### config.mk
export PLATFORM = sky130hd
export DESIGN_NAME = freq_meter
export DESIGN_NICKNAME = d
export VERILOG_FILES = /design/src/rtl/freq_meter.sv
export SDC_FILE = /design/constraint.sdc
export NUM_CORES = 1
export LEC_CHECK = 0
export BUFFER_PORTS_ARGS = -buffer_cell sky130_fd_sc_hd__buf_2
export CAP_MARGIN = 30
export CORE_MARGIN = 2
export CORE_UTILIZATION = 60
export DETAILED_ROUTE_END_ITERATION = 8
export PLACE_DENSITY = 0.79
export SYNTH_ARGS = -nofsm -noshare
export SYNTH_HDL_FRONTEND = slang
export SYNTH_SLANG_ARGS = --single-unit
### constraint.sdc
create_clock -name clock -period 2.5 [get_ports clock]
set_clock_uncertainty 0.05 [all_clocks]
set_input_delay 0.25 -clock clock [delete_from_list [all_inputs] [get_ports clock]]
set_output_delay 0.25 -clock clock [all_outputs]
set_load 0.01 [all_outputs]
### src/rtl/freq_meter.sv
// freq_meter: counts rising edges of an asynchronous square wave over a gate
// window of 2^GATE_BITS enabled clock cycles and publishes the count with a
// one-cycle valid strobe. The edge counter saturates and flags overflow.
module freq_meter #(
    parameter int GATE_BITS = 25,
    parameter int COUNT_W   = 16
) (
    input  logic               clock,
    input  logic               reset_n,
    input  logic               enable,
    input  logic               sig_in,
    output logic [COUNT_W-1:0] measure,
    output logic               measure_valid,
    output logic               overflow
);

    logic                 s1_q, s1_d;
    logic                 s2_q, s2_d;
    logic                 s3_q, s3_d;
    logic [GATE_BITS-1:0] gate_cnt_q, gate_cnt_d;
    logic [COUNT_W-1:0]   edge_cnt_q, edge_cnt_d;
    logic                 sat_q, sat_d;
    logic [COUNT_W-1:0]   measure_q, measure_d;
    logic                 measure_valid_q, measure_valid_d;
    logic                 overflow_q, overflow_d;

    logic                 rise;
    logic                 edge_max;
    logic                 win_close;
    logic [COUNT_W-1:0]   edge_next;
    logic                 sat_next;

    // Next-state logic: synchronizer, gate/edge counting and window publish.
    always_comb begin
        // Two-flop synchronizer plus one delay flop for edge detection;
        // runs regardless of enable so the pipeline is always primed.
        s1_d = sig_in;
        s2_d = s1_q;
        s3_d = s2_q;

        rise      = s2_q & ~s3_q;
        edge_max  = &edge_cnt_q;
        win_close = (gate_cnt_q == {GATE_BITS{1'b1}});

        // Saturating increment; an edge arriving at full scale is lost and
        // marks the window as overflowed.
        edge_next = (rise && !edge_max) ? edge_cnt_q + COUNT_W'(1) : edge_cnt_q;
        sat_next  = sat_q | (rise & edge_max);

        gate_cnt_d      = gate_cnt_q;
        edge_cnt_d      = edge_cnt_q;
        sat_d           = sat_q;
        measure_d       = measure_q;
        overflow_d      = overflow_q;
        measure_valid_d = 1'b0;

        if (!enable) begin
            // Partial window is discarded; published results are held.
            gate_cnt_d = '0;
            edge_cnt_d = '0;
            sat_d      = 1'b0;
        end else if (win_close) begin
            // A rise on the closing cycle still belongs to this window.
            measure_d       = edge_next;
            overflow_d      = sat_next;
            measure_valid_d = 1'b1;
            gate_cnt_d      = '0;
            edge_cnt_d      = '0;
            sat_d           = 1'b0;
        end else begin
            gate_cnt_d = gate_cnt_q + GATE_BITS'(1);
            edge_cnt_d = edge_next;
            sat_d      = sat_next;
        end
    end

    // State registers with asynchronous active-low reset.
    always_ff @(posedge clock or negedge reset_n) begin
        if (!reset_n) begin
            s1_q            <= 1'b0;
            s2_q            <= 1'b0;
            s3_q            <= 1'b0;
            gate_cnt_q      <= '0;
            edge_cnt_q      <= '0;
            sat_q           <= 1'b0;
            measure_q       <= '0;
            measure_valid_q <= 1'b0;
            overflow_q      <= 1'b0;
        end else begin
            s1_q            <= s1_d;
            s2_q            <= s2_d;
            s3_q            <= s3_d;
            gate_cnt_q      <= gate_cnt_d;
            edge_cnt_q      <= edge_cnt_d;
            sat_q           <= sat_d;
            measure_q       <= measure_d;
            measure_valid_q <= measure_valid_d;
            overflow_q      <= overflow_d;
        end
    end

    assign measure       = measure_q;
    assign measure_valid = measure_valid_q;
    assign overflow      = overflow_q;

endmodule

* Word-level counts from Yosys, hierarchy flattened
Cells that the tools add are included.
** Word-level totals
- Word-level logic and storage cells :: 29
- Input bits :: 4
- Register bits after elaboration :: 63
- Output and inout bits :: 18
** Operators by class
- Reductions and logical operators :: 4
- $add $sub $neg :: 2
- Equal/unequal tests :: 1
- Bitwise logic cells :: 4
- Muxes and demuxes :: 9
** Operators with widths (count)
- 2-to-1 mux 25 bit :: 2
- 2-to-1 mux 16 bit :: 3
- adder 25 x 1 -> 25 bit, second input constant :: 1
- == test 25 bit, second input constant :: 1
- adder 16 x 1 -> 16 bit, second input constant :: 1
- AND reduction 16 bit :: 1
- 2-to-1 mux 1 bit :: 4
- bitwise AND 1 bit :: 2
- AND reduction 2 bit :: 1
- logical AND 1 bit :: 1
- zero test 1 bit :: 1
- NOT 1 bit :: 1
- bitwise OR 1 bit :: 1

* Longest topological paths before layout
- Depth after elaboration :: 6
- Mapped depth :: 7
- Gate-level depth less buffers :: 6

* Worst setup path after synthesis
OpenSTA, ideal clock, no wires.
- Path kind :: register to register
- From :: reg edge_cnt_q[0]
- To :: reg overflow_q, in the netlist overflow
- Stages on the path, launching flop included :: 7
- Slack :: 740 ps
- Path buffers :: 1
- Setup time :: 83 ps
- Period minus slack after synthesis :: 1760 ps
- Required time :: 2367 ps
- Arrival time :: 1627 ps
- Cell sequence :: dfrtp_1 -> ha_1 -> nand3_1 -> buf_2 -> nor4_1 -> a21oi_1 -> o21ai_0
** Between the ends
- Cells in the longest elaborated chain, start to end :: 3
** Ends and longest elaborated chain
- start, declared :: line 21 : logic [COUNT_W-1:0] edge_cnt_q, edge_cnt_d;
- start signal, assigned :: line 94 : edge_cnt_q <= edge_cnt_d;
- AND reduction 16 bit :: line 42 : edge_max = &edge_cnt_q;
- bitwise AND 1 bit :: line 48 : sat_next = sat_q | (rise & edge_max);
- bitwise OR 1 bit :: line 48
- end signal, assigned :: line 98 : overflow_q <= overflow_d;
- end, declared :: line 25 : logic overflow_q, overflow_d;
No other way between the ends.
A chain may end at the register's enable or synchronous reset.

* Final worst setup path
- From :: reg edge_cnt_q[0]
- To :: reg measure_q[3], in the netlist measure[3]
** Between the ends
- Cells in the longest elaborated chain, start to end :: 4
** Ends and longest elaborated chain
- parallel branches: the longest is 3 deep, another holds adder 16 x 1 -> 16 bit
- 2-to-1 mux 16 bit * :: line 47 : edge_next = (rise && !edge_max) ? edge_cnt_q + COUNT_W'(1) : edge_cnt_q;
- end signal, assigned :: line 96 : measure_q <= measure_d;
- end, declared :: line 23 : logic [COUNT_W-1:0] measure_q, measure_d;
Every way passes the cells marked *.

==> out/metrics.yaml <==
required_ns: 2.73
path_class: "flip-flop to flip-flop"
synth_area_um2: 3140
tritoncts: "yes"
synth_edf_count: 0
antenna_found_initial: 0
cts-resized-gates: 0
grt_usage_pct: 25.8
status: "finished clean"
cts_sinks: 63
synthesis.nets: 324
async_flop_share_pct: 100
ant_nets: 0
final_layout_size_suffix_gt1_share_pct: 16.4
fin_crit_ns: 2.15
end_kind: "flip-flop"
cp_max_fo: 8
die_w_um: 76.4
wl_um: 7020
muxShareOfSynthArea_pct: 1.95
powerDensity_nw_per_um2: 557
vias: 2509
dp_cells: 402
cp-start-kind: "flip-flop"
cts_setup_buffers: 0
rsz0062_at_grt: "no"
yosys.area_share.simple_pct: 23.7
finalCritPeriodShare_pct: 86.1
synthAdderAreaFrac_pct: 0.796
io-pin-count: 22
grt_max_degree: 42
synth_seq_area_share_pct: 50.1
max_freq_mhz: 464
synth_top_flop_cell: "dfrtp_1"
wire_per_inst_um: 16.8
grt_pass1_vias: 2475
cts_buffers: 9
setup-violations-final: 0
synth_top_family_by_area: "simple AND/OR/NAND/NOR gates"
clk_latency_ns: 0.34
dp_hpwl_um: 4710
crit_chain: "ha_1 -> nand3_1 -> or4_1 -> a21oi_1 -> mux2_2"
port_buffers: 21
layout-area-overhead-vs-synth_pct: 11.4
cts-hold-fix-buffers: 2
rows: 26
maxCapViolCount: 0
yosysWarnings: 0
start_util_pct: 62.0
die_area_um2: 5840
hold_viol: 0
drt_iter0_markers: 232
cts_max_level: 3
tightest_slew_ns: 0.654
cts_root_buffer: "clkbuf_8"
drc: 0
fp.dieH_um: 76.4
slew_violations: 0
ir_worst_vdd_mv: 0.376
finalNonFillerCells: 418
synthCells: 318
n_antenna_cell: 0
grt_pass1_wl_um: 12000
max-slew-margin-rel_pct: 56.4
overflow: 0
path_clk_slew_ns: 0.07
postPlaceCellArea_um2: 3300
fin_nets: 351
hp-class: "input pin to flip-flop"
worst_path_max_delay_cell: "or4_1"
ys_ff_latch: 63
arrival_ns: 2.38
viasPerCell: 6.00
finalInstanceArea_um2: 3500
synth_compound_area_share_pct: 16.0
gp_congestion: 0.887
final.setup.tns_ns: 0
synth_cell_types: 49
avgSynthCellArea_um2: 9.89
dr.pass1.iters: 4
leakagePower_nw: 1.49
max_stage_delay_ns: 0.64
synthXorXnorAreaFrac_pct: 3.06
clock_path_buffers: 2
core-area_um2: 5070
-- registers in the layout (all words and copies together), names as in the netlist --
register and count:
edge_cnt_q 16, gate_cnt_q 25, measure 16, measure_valid 1, overflow 1, s1_q 1
s2_q 1, s3_q 1, sat_q 1
-- layout by cell type (no fill, tap or decap), types with 4 or more instances in the layout --
| cell type | instances |
|---|---|
| and3_1 | 5 |
| buf_2 | 21 |
| clkbuf_8 | 10 |
| and4_1 | 6 |
| or4_1 | 4 |
| nand3_1 | 16 |
| nand2_1 | 16 |
| nor2_1 | 25 |
| or3_1 | 14 |
| nand4_1 | 9 |
| a21oi_1 | 33 |
| buf_4 | 10 |
| xor2_1 | 8 |
| nor3_1 | 5 |
| mux2i_1 | 5 |
| nor4_1 | 6 |
| o21ai_0 | 32 |
| dfrtp_1 | 63 |
| o31ai_1 | 5 |
| inv_1 | 6 |
| nand4_2 | 4 |
-- path summary, 6_finish.rpt --
kind | startpoint | to | slack [ns] | cells after the start
min in group asynchronous | reset_n | measure_valid | 0.43 | 2
max | edge_cnt_q[0] | measure[3] | 0.35 | 5
max reg2reg | edge_cnt_q[0] | measure[3] | 0.35 | 5
max in group asynchronous | reset_n | edge_cnt_q[4] | 1.23 | 3
min | enable | gate_cnt_q[24] | 0.17 | 2
min reg2reg | s1_q | s2_q | 0.30 | 0
-- cell type report --
cell class / instances / area (µm²)
flip-flops and latches: 63 / 1580
repair buffers: 33 / 200
fillers: 425 / 1570
inverters: 6 / 22.5
clock inverters: 4 / 47.5
multi-input cells: 232 / 1430
clock buffers: 10 / 138
well taps: 70 / 87.6
-- stage by stage --
step	utilization (%)	setup slack [ns]	hold slack [ns]	power (mW)
2_1_floorplan	-	0.740	-0.0956	1.08
3_3_place_gp	65.0	0.486	0.270	1.11
3_5_place_dp	65.0	0.391	0.261	1.11
4_1_cts	69.0	0.366	0.177	1.95
5_1_grt	69.0	0.209	0.195	2.01
6_report	69.0	0.347	0.171	1.95
-- Yosys cell counts (2+ instances only) --
master     n  area, µm²
a211oi_1   2       15.0
a21oi_1   33        165
and2_1     3       18.8
and3_1     5       31.3
and4_1     6       52.6
buf_2      7       35.0
buf_6      5       56.3
clkbuf_1   3       11.3
dfrtp_1   63       1580
ha_1       2       25.0
inv_1      6       22.5
mux2i_1    5       50.1
nand2_1   16       60.1
nand2b_1   2       12.5
nand3_1   16       80.1
nand4_1    9       56.3
nand4_2    4       50.1
nand4b_1   2       17.5
nor2_1    25       93.8
nor2b_1    3       18.8
nor3_1     5       25.0
nor4_1     6       37.5
o21ai_0   32        160
o21ai_1    3       15.0
o31ai_1    5       37.5
or3_1     14       87.6
or4_1      4       30.0
or4_4      2       22.5
xnor2_1    3       26.3
xor2_1     8       70.1
-- metal layers --
layer / global-route usage, % / up-vias / share of wire, %
met5: 0 / - / 0
met4: 12.2 / 0 / 1.3
met3: 3.91 / 11 / 5.0
met2: 37.9 / 71 / 45
met1: 38.0 / 1205 / 48
li1: - / 1222 / -
-- worst max-delay path: cells and delay by family, from the launching register on --
kind	cells	cell delay, ns
flops	1	0.42
mux	1	0.19
compound gates	1	0.24
simple gates	2	0.93
fa+ha+maj	1	0.25
-- power by group --
part | switching [mW] | internal, mW | leakage [nW]
combinational | 0.0432 | 0.0172 | 0.529
clock | 0.381 | 0.473 | 0.0940
sequential | 0.00873 | 1.03 | 0.870
total | 0.433 | 1.52 | 1.49
-- kinds of logic after synthesis --
group / after synthesis
multiplexers: 6
XOR/XNOR: 11
adder cells (fa/ha/maj): 2
buffers and inverters: 23
flip-flops: 63
AND/OR/NAND/NOR: 128
AO/OA/AOI/OAI: 85
Power figures use the tool's default switching activity.
